==> config.mk <==
export PLATFORM = sky130hd
export DESIGN_NAME = bomb_neighbor_counter
export DESIGN_NICKNAME = d
export VERILOG_FILES = /design/src/rtl/bomb_neighbor_counter.sv
export SDC_FILE = /design/constraint.sdc
export NUM_CORES = 1
export LEC_CHECK = 0
export BUFFER_PORTS_ARGS = -buffer_cell sky130_fd_sc_hd__buf_2
export CAP_MARGIN = 20
export CORE_ASPECT_RATIO = 1.75
export CORE_UTILIZATION = 50
export CTS_CLUSTER_SIZE = 28
export DETAILED_ROUTE_END_ITERATION = 10
export PLACE_DENSITY_LB_ADDON = 0.25
export SYNTH_ARGS = -nofsm -noshare
export SYNTH_HDL_FRONTEND = slang
export SYNTH_SLANG_ARGS = --single-unit
==> constraint.sdc <==
create_clock -name clk -period 8.2 [get_ports clk]
set_input_delay 0.41 -clock clk [delete_from_list [all_inputs] [get_ports clk]]
set_output_delay 0.41 -clock clk [all_outputs]
set_load 0.01 [all_outputs]
==> src/rtl/bomb_neighbor_counter.sv <==
// -----------------------------------------------------------------------------
// bomb_neighbor_counter
//
// Annotates an 8x8 Buscaminas bomb map with the number of adjacent bombs per
// cell, one cell per clock. A start in IDLE snapshots the map and the
// expected bomb count. The scan then walks the 64 cells in row-major order
// and pulses done after the last cell. The input map may change freely while
// a scan is running because only the snapshot is read.
//
// Ports:
//   clk            - system clock, rising edge
//   rst_n          - asynchronous active-low reset
//   start          - scan request, honoured only while not busy
//   cell_matrix_in - bomb map, [r][c] = 1 means bomb at row r, column c
//   bomb_count     - expected number of bombs, captured with the map
//   count_matrix   - per-cell result: 0..8 neighbours, 4'hF = cell is a bomb
//   bomb_total     - bombs found so far (final when done pulses), 0..64
//   busy           - scan in progress
//   done           - one-cycle pulse after the last cell is written
//   mismatch       - bomb_total differs from bomb_count, valid from done
// -----------------------------------------------------------------------------
module bomb_neighbor_counter (
    input  logic                 clk,
    input  logic                 rst_n,
    input  logic                 start,
    input  logic [7:0][7:0]      cell_matrix_in,
    input  logic [5:0]           bomb_count,
    output logic [7:0][7:0][3:0] count_matrix,
    output logic [6:0]           bomb_total,
    output logic                 busy,
    output logic                 done,
    output logic                 mismatch
);

    localparam logic IDLE = 1'b0;
    localparam logic SCAN = 1'b1;

    logic            state;
    logic [5:0]      idx;
    logic [7:0][7:0] snap;
    logic [5:0]      exp_q;

    logic [2:0]      row;
    logic [2:0]      col;
    logic            cell_bomb;
    logic [3:0]      nbr_sum;
    logic [6:0]      total_next;

    // Sum of the in-board neighbours of (r, c). Off-board positions are
    // skipped rather than wrapped, so column 7 never sees column 0.
    function automatic logic [3:0] neighbour_sum(input logic [7:0][7:0] m,
                                                 input logic [2:0]      r,
                                                 input logic [2:0]      c);
        logic [3:0] s;
        int         rr;
        int         cc;
        s = 4'd0;
        for (int dr = -1; dr <= 1; dr++) begin
            for (int dc = -1; dc <= 1; dc++) begin
                rr = int'(r) + dr;
                cc = int'(c) + dc;
                if (!(dr == 0 && dc == 0) && rr >= 0 && rr <= 7 && cc >= 0 && cc <= 7)
                    s = s + {3'b000, m[rr[2:0]][cc[2:0]]};
            end
        end
        return s;
    endfunction

    assign row        = idx[5:3];
    assign col        = idx[2:0];
    assign cell_bomb  = snap[row][col];
    assign nbr_sum    = neighbour_sum(snap, row, col);
    assign total_next = bomb_total + {6'd0, cell_bomb};
    assign busy       = (state == SCAN);

    // Snapshot of the inputs; contents are don't-care after reset, so it is
    // kept out of the reset domain.
    always_ff @(posedge clk) begin
        if (state == IDLE && start) begin
            snap  <= cell_matrix_in;
            exp_q <= bomb_count;
        end
    end

    always_ff @(posedge clk or negedge rst_n) begin
        if (!rst_n) begin
            state        <= IDLE;
            idx          <= 6'd0;
            count_matrix <= '0;
            bomb_total   <= 7'd0;
            done         <= 1'b0;
            mismatch     <= 1'b0;
        end else begin
            done <= 1'b0;
            if (state == IDLE) begin
                if (start) begin
                    state        <= SCAN;
                    idx          <= 6'd0;
                    count_matrix <= '0;
                    bomb_total   <= 7'd0;
                    mismatch     <= 1'b0;
                end
            end else begin
                count_matrix[row][col] <= cell_bomb ? 4'hF : nbr_sum;
                bomb_total             <= total_next;
                idx                    <= idx + 6'd1;
                // Last cell: the 63->0 wrap of idx lands in IDLE, so no
                // second pass can start without a fresh start request.
                if (idx == 6'd63) begin
                    state    <= IDLE;
                    done     <= 1'b1;
                    mismatch <= (total_next != {1'b0, exp_q});
                end
            end
        end
    end

endmodule

==> results.md, run 1 <==
* idx[3] — Reg-to-Reg Start
* 0.08901 — multiplexer share of the synthesized area
* 246.1 um — height of the chip
* 0 — Maximum Capacitance Violations
* 0.9239 — last weighted congestion value of the routability-driven placer
* simple AND/OR/NAND/NOR gates — dominant combinational cell family by area after synthesis
* 0 — count of synthesis-stage warnings from yosys
* 8.26 ns — critical path data arrival time
* 71 — number of unique standard cell types used by synthesis
* sky130_fd_sc_hd__mux4_2 — Crit-path slowest cell
* 7.808 ns — Final Critical Period
* 0.5062 — initial cell density of the core
* 0 ns — Fin Setup TNS
* 0 — residual antenna-violating net count after detailed routing
* 33 — number of cells on the worst reg-to-reg path
* 30 — total CTS buffers
* register — CP Launch Type
* 0.7953 — share of async-settable or async-resettable flops after synthesis
* register — Critical Path Sink Type
* sky130_fd_sc_hd__ha_1 — cell seen most often among critical-path stages
* 338 — port buffer count
* sky130_fd_sc_hd__dfrtp_1 — most common flop cell mapped by yosys
* 8910 um^2 — FF+latch area
* 17020 um^2 — combined area of all synthesized cells
* register to register — critical path class
* 0.2797 — share of final-layout standard cells stronger than drive strength 1
* 20930 um^2 — final std cell area, no fill
* 0.9522 — portion of the clock cycle consumed by the worst path in the final layout
* 0 — total global routing overflow
* 0.07 ns — clock slew at reported path FFs
* 19140 um^2 — post-place instance area
* snap[12] — worst hold endpoint
* completed — status
* 1608 — number of instances in the synthesized netlist
* cell_matrix_in[12] — hold path startpoint
* 1 — H-tree Lvls
* input port to register — path class of the lowest-slack min-delay path
* 2823 — # fillers
* false — RSZ-0062 raised after global routing
* 339 — number of placed I/O pins
* 0.59 ns — insertion delay of the later-clocked pin in the worst-skew pair
* 0.2933 — overall track demand over capacity in global routing
* 1063 — Iteration-0 DRC Markers
* 0 — ant diodes
* 1.092 ns — transition at the pin with the smallest max-transition slack
* 10.59 um^2 — Mapped Avg Cell Area
* 34.52 mm — hpwl dp
* done — CTS tree
* 0 — endpoints failing hold
* count_matrix[42] — Reg-to-Reg End
* 6 — number of iterations in the first detailed-routing pass
* sky130_fd_sc_hd__buf_2, sky130_fd_sc_hd__dfrtp_1, sky130_fd_sc_hd__nand3_1 — most frequent cells in the layout
* 0.61 ns — CP peak stage delay
* 8.65 ns — required time reported for the critical path endpoint
* sky130_fd_sc_hd__dfrtp_1 — area leader, netlist
* 342 — post-synthesis register bit count
* 2049 — Final #Nets
* 0.1519 — share of the synthesized area in compound gates (AO/OA/AOI/OAI)
* 0.01535 ns — Worst Clk Skew
* 5.985 — number of vias per cell after detailed routing
* 0.1719 — simple-gate area share of the yosys netlist
* 0.2709 — Worst slew margin
* sky130_fd_sc_hd__clkbuf_16 — Root Buffer Master
* 0 — fin. max-slew vios
* sky130_fd_sc_hd__dfrtp_1, sky130_fd_sc_hd__edfxtp_1, sky130_fd_sc_hd__nand3_1, sky130_fd_sc_hd__mux4_2, sky130_fd_sc_hd__o21ai_0 — largest cells by area after synthesis
* 72 — worst-path fanout max
* 1704 — syn_nets
* 22.97% — area added between synthesis and finish
* 78.67 mm — global-route wire length before repair
* 33630 um^2 — CORE AREA
* 3 — buffer depth of the longest clock path
* 342 — number of sinks on the clock net
* 0 — initial antenna violation count
* 51.36 mm — post-detailed-routing wire length
* 34820 um^2 — die footprint
* 0 — total DRC errors in the routed layout
* 185 — largest net degree at the start of global routing
* 141.5 um — die outline width
* 1 — instance count along the most critical hold path
* 89 — number of placement rows
* 0.39 ns — minimum setup slack among reg-to-reg paths
* 13950 — vias in the first global route
* 7564 um^2 — area of the multi-input gates
* sky130_fd_sc_hd__buf_2 — most common cell after layout, fill and taps aside
* 0.3999 — area fraction of the dominant cell type after synthesis
* 14560 — number of vias after detailed routing
* 0 — number of setup violations in the final report
* 21.12 um — mean routed wirelength per cell
* 0.5233 — proportion of synthesized chip area in sequential cells
* 128.1 MHz — Fmax
* 0.006689 — xor/xnor cell area share of the yosys netlist
* 0.01691 — Adder-Cell Fraction of Synth Area
* 70 — Post-synth EDFFs
[cells by family (layout without fill, tap and decap cells)]
group / count (synthesis) / count (layout)
flops: 342 / 342
compound gates: 405 / 405
fa+ha+maj: 23 / 23
xor+xnor: 13 / 13
buf+inv: 151 / 520
mux: 81 / 81
simple gates: 593 / 593
[repair_timing]
item / CTS / global route
gates resized for setup: 0 / 11
setup endpoints to repair: 0 / 183
hold endpoints to repair: 151 / 0
buffers inserted: 0 / 2
hold buffers: 64 / 0
[worst max path at each step]
stage | startpoint | endpoint | slack, ns | depth (start not counted)
2_1_floorplan | idx[3] | count_matrix[102] | 0.41 | 38
3_3_place_gp | idx[3] | count_matrix[234] | 0.34 | 35
3_5_place_dp | idx[3] | count_matrix[38] | 0.17 | 35
4_1_cts | idx[3] | count_matrix[194] | 0.13 | 35
5_1_grt | idx[3] | count_matrix[250] | 0.007 | 33
6_report | idx[3] | count_matrix[42] | 0.39 | 33
[area by class of cell]
| class | instances | area share |
|---|---|---|
| Clock buffer | 35 | 0.03676 |
| Clock inverter | 21 | 0.01297 |
| Inverter | 19 | 0.003586 |
| Multi-Input combinational cell | 1115 | 0.3613 |
| Sequential cell | 342 | 0.4256 |
| Tap cell | 455 | 0.02720 |
| Timing Repair Buffer | 445 | 0.1325 |
[flip-flops by register name, indices dropped and copies added, names as in the netlist]
name          flops
count_matrix    256
snap             64
bomb_total        7
exp_q             6
idx               6
busy              1
done              1
mismatch          1
[stage by stage]
| step | utilization | worst slack, ns | std cells | hold slack, ns |
|---|---|---|---|---|
| 6_report | 0.6224 | 0.3921 | 2432 | 0.01820 |
| 4_1_cts | 0.6192 | 0.1257 | 2428 | 0.006798 |
| 3_5_place_dp | 0.5692 | 0.1696 | 2308 | 0.4609 |
| 2_1_floorplan | - | 0.4084 | 1608 | 0.1144 |
| 5_1_grt | 0.6224 | 0.006785 | 2432 | 0.003685 |
| 3_3_place_gp | 0.5692 | 0.3417 | 2308 | 0.4604 |
[cells in the mapped netlist (3+ instances only)]
library cell	number
sky130_fd_sc_hd__nor2b_1	10
sky130_fd_sc_hd__a211oi_1	5
sky130_fd_sc_hd__ha_1	23
sky130_fd_sc_hd__buf_1	8
sky130_fd_sc_hd__buf_6	8
sky130_fd_sc_hd__and3_1	7
sky130_fd_sc_hd__o211ai_1	24
sky130_fd_sc_hd__or3_1	5
sky130_fd_sc_hd__or4_1	48
sky130_fd_sc_hd__mux2i_1	16
sky130_fd_sc_hd__o211ai_2	20
sky130_fd_sc_hd__buf_4	8
sky130_fd_sc_hd__a211oi_2	3
sky130_fd_sc_hd__nand3_1	264
sky130_fd_sc_hd__nor4_1	12
sky130_fd_sc_hd__o31ai_1	4
sky130_fd_sc_hd__nand2_1	119
sky130_fd_sc_hd__a211o_1	10
sky130_fd_sc_hd__mux2_2	8
sky130_fd_sc_hd__buf_2	23
sky130_fd_sc_hd__a31oi_1	58
sky130_fd_sc_hd__edfxtp_1	70
sky130_fd_sc_hd__clkbuf_1	85
sky130_fd_sc_hd__dfrtp_1	272
sky130_fd_sc_hd__nand4_1	3
sky130_fd_sc_hd__o21ai_1	7
sky130_fd_sc_hd__nand2b_1	3
sky130_fd_sc_hd__o211a_1	4
sky130_fd_sc_hd__a21oi_1	16
sky130_fd_sc_hd__o22ai_1	5
sky130_fd_sc_hd__mux4_2	55
sky130_fd_sc_hd__or2_2	3
sky130_fd_sc_hd__inv_1	17
sky130_fd_sc_hd__xor2_1	5
sky130_fd_sc_hd__nor2_1	93
sky130_fd_sc_hd__nor3_1	13
sky130_fd_sc_hd__a221oi_1	3
sky130_fd_sc_hd__a22o_1	8
sky130_fd_sc_hd__o2111ai_1	7
sky130_fd_sc_hd__xnor2_1	8
sky130_fd_sc_hd__o21ai_0	211
[per-layer routing]
| layer | vias to the layer above | track usage | share of wire |
|---|---|---|---|
| li1 | 6762 | - | - |
| met1 | 7108 | 0.3272 | 0.35 |
| met2 | 540 | 0.5367 | 0.54 |
| met3 | 146 | 0.03110 | 0.048 |
| met4 | 0 | 0.1730 | 0.063 |
| met5 | - | 0 | 0 |
[worst max-delay path, delay by kind of cell (launching register included)]
kind	cells	cell delay, ns
adders and majority gates	8	2.28
muxes	4	1.62
and+or+nand+nor	9	1.30
AOI/OAI and AO/OA	8	1.26
buffers and inverters	3	0.69
DFF	1	0.41
xor gates and xnor gates	1	0.08
Power of run 1 is not shown: default switching activity piles up to over one toggle a cycle in this logic, so the estimate is an artifact.
==> inputs of run 2 (changes only) <==
Settings changed: CORE_ASPECT_RATIO 1.75 to 1.1.
==> results.md, run 2 (synthesis gave the netlist of run 1 again) <==
* completed — status
* done — CTS tree
* 7.837 ns — Final Critical Period
* 14410 — number of vias after detailed routing
* 2354 — final cell count without fillers
* 338 — port buffer count
* 0 — endpoints failing hold
* 33370 um^2 — CORE AREA
* register to register — critical path class
* 0 — initial antenna violation count
* cell_matrix_in[20] — hold path startpoint
* 2736 — # fillers
* 6.122 — number of vias per cell after detailed routing
* count_matrix — Biggest register
* 13550 — vias in the first global route
* register — CP Launch Type
* 0.36 ns — minimum setup slack among reg-to-reg paths
* 0.54 ns — insertion delay of the later-clocked pin in the worst-skew pair
* 0.2868 — Worst slew margin
* 70 — number of placement rows
* 0 — fin. max-slew vios
* 6 — number of iterations in the first detailed-routing pass
* 0 — residual antenna-violating net count after detailed routing
* sky130_fd_sc_hd__clkbuf_16 — Root Buffer Master
* 0 — total global routing overflow
* 77.02 mm — global-route wire length before repair
* 256 — flip-flop count of the largest register, all copies and words added
* idx[3] — Reg-to-Reg Start
* 195.5 um — height of the chip
* 2280 — placed insts
* 36 — number of cells on the worst reg-to-reg path
* 1990 — Final #Nets
* 36 — total CTS buffers
* 1347 — Iteration-0 DRC Markers
* count_matrix x256, snap x64, bomb_total x7 — largest registers ranked by flip-flop count
* 0.07 ns — clock slew at reported path FFs
* 1.070 ns — transition at the pin with the smallest max-transition slack
* 0.6121 — Final Util
* sky130_fd_sc_hd__buf_2, sky130_fd_sc_hd__dfrtp_1, sky130_fd_sc_hd__nand3_1 — most frequent cells in the layout
* 1 — instance count along the most critical hold path
* 8.61 ns — required time reported for the critical path endpoint
* 0.9558 — portion of the clock cycle consumed by the worst path in the final layout
* 339 — number of placed I/O pins
* register — Critical Path Sink Type
* 177.9 um — die outline width
* 33.19 mm — hpwl dp
* count_matrix[142] — Reg-to-Reg End
* 7566 um^2 — area of the multi-input gates
* idx[3] — Worst Setup SP
* 2 — H-tree Lvls
* 0.01756 ns — Worst Clk Skew
* 0.50 ns — CP peak stage delay
* snap[20] — worst hold endpoint
* 21.66 um — mean routed wirelength per cell
* sky130_fd_sc_hd__buf_2 — most common cell after layout, fill and taps aside
* 8912 um^2 — FF+latch area
* 0.2941 — share of final-layout standard cells stronger than drive strength 1
* input port to register — path class of the lowest-slack min-delay path
* 8.25 ns — critical path data arrival time
* 0.8754 — last weighted congestion value of the routability-driven placer
* 127.6 MHz — Fmax
* 50.98 mm — post-detailed-routing wire length
* 179 — largest net degree at the start of global routing
* 19.99% — area added between synthesis and finish
* 0.5101 — initial cell density of the core
* 0 — Maximum Capacitance Violations
* 3 — buffer depth of the longest clock path
* 0 — number of setup violations in the final report
* 342 — number of sinks on the clock net
* sky130_fd_sc_hd__mux4_2 — Crit-path slowest cell
* sky130_fd_sc_hd__ha_1 — cell seen most often among critical-path stages
* 28 — worst-path fanout max
* 0.2850 — overall track demand over capacity in global routing
* 34790 um^2 — die footprint
* 0 — total DRC errors in the routed layout
-- run 2: cell count changes in the layout (fill, tap and decap cells not counted), moves of 2 or more --
| cell | delta |
|---|---|
| sky130_fd_sc_hd__dlygate4sd3_1 | -63 |
| sky130_fd_sc_hd__clkbuf_16 | +8 |
| sky130_fd_sc_hd__clkinv_2 | +8 |
| sky130_fd_sc_hd__clkinvlp_2 | -7 |
| sky130_fd_sc_hd__buf_4 | -4 |
| sky130_fd_sc_hd__buf_6 | +4 |
| sky130_fd_sc_hd__clkbuf_1 | -3 |
| sky130_fd_sc_hd__clkbuf_8 | +3 |
| sky130_fd_sc_hd__inv_6 | +3 |
| sky130_fd_sc_hd__buf_12 | -2 |
| sky130_fd_sc_hd__bufinv_16 | -2 |
-- run 2: worst max-delay path by stage --
| stage | end | cells past startpoint |
|---|---|---|
| finish | count_matrix[142] | 36 |
| global route | count_matrix[11] | 34 |
| CTS | count_matrix[249] | 34 |
| detailed placement | count_matrix[45] | 34 |
| global placement | count_matrix[222] | 36 |
| floorplan | count_matrix[102] | 38 |
-- run 2: area by class of cell --
| cell class | count | share of cell area |
|---|---|---|
| Antenna cell | 1 | 0.0001225 |
| Clock buffer | 42 | 0.04717 |
| Multi-Input combinational cell | 1115 | 0.3704 |
| Timing Repair Buffer | 380 | 0.1041 |
| Tap cell | 432 | 0.02646 |
| Inverter | 19 | 0.003492 |
| Sequential cell | 342 | 0.4364 |
| Clock inverter | 23 | 0.01182 |
-- run 2: what timing repair did --
| action | CTS | global route |
|---|---|---|
| endpoints found under the hold margin | 94 | 0 |
| setup buffers | 0 | 3 |
| resized for setup | 0 | 10 |
| hold buffers | 1 | 0 |
| setup endpoints to repair | 0 | 184 |
-- run 2: metrics by stage --
stage          setup TNS [ns]  hold slack (ns)  worst slack (ns)  cell area [um^2]
2_1_floorplan               0           0.1144            0.4084             17020
3_3_place_gp                0           0.4745            0.4200             19070
3_5_place_dp                0           0.4811            0.2318             19080
4_1_cts                     0          0.03196            0.1999             20300
5_1_grt                -3.363          0.02684          -0.08975             20420
6_report                    0          0.04638            0.3627             20420
-- run 2: critical path: cells and delay by family, from the launching register on --
kind	cells	cell delay, ns
fa+ha+maj	9	2.59
buf+inv	5	0.68
simple gates	9	1.31
compound gates	8	1.18
mux	4	1.37
xor+xnor	1	0.08
flops	1	0.44
-- run 2: metal layers --
layer  vias to the layer above  track usage  part of all wire
met2                       647       0.4437              0.47
met5                         -            0                 0
li1                       6646            -                 -
met1                      7005       0.3882              0.42
met3                       113      0.05977             0.079
met4                         0       0.1159             0.037
Power of run 2 is left out for the same reason.
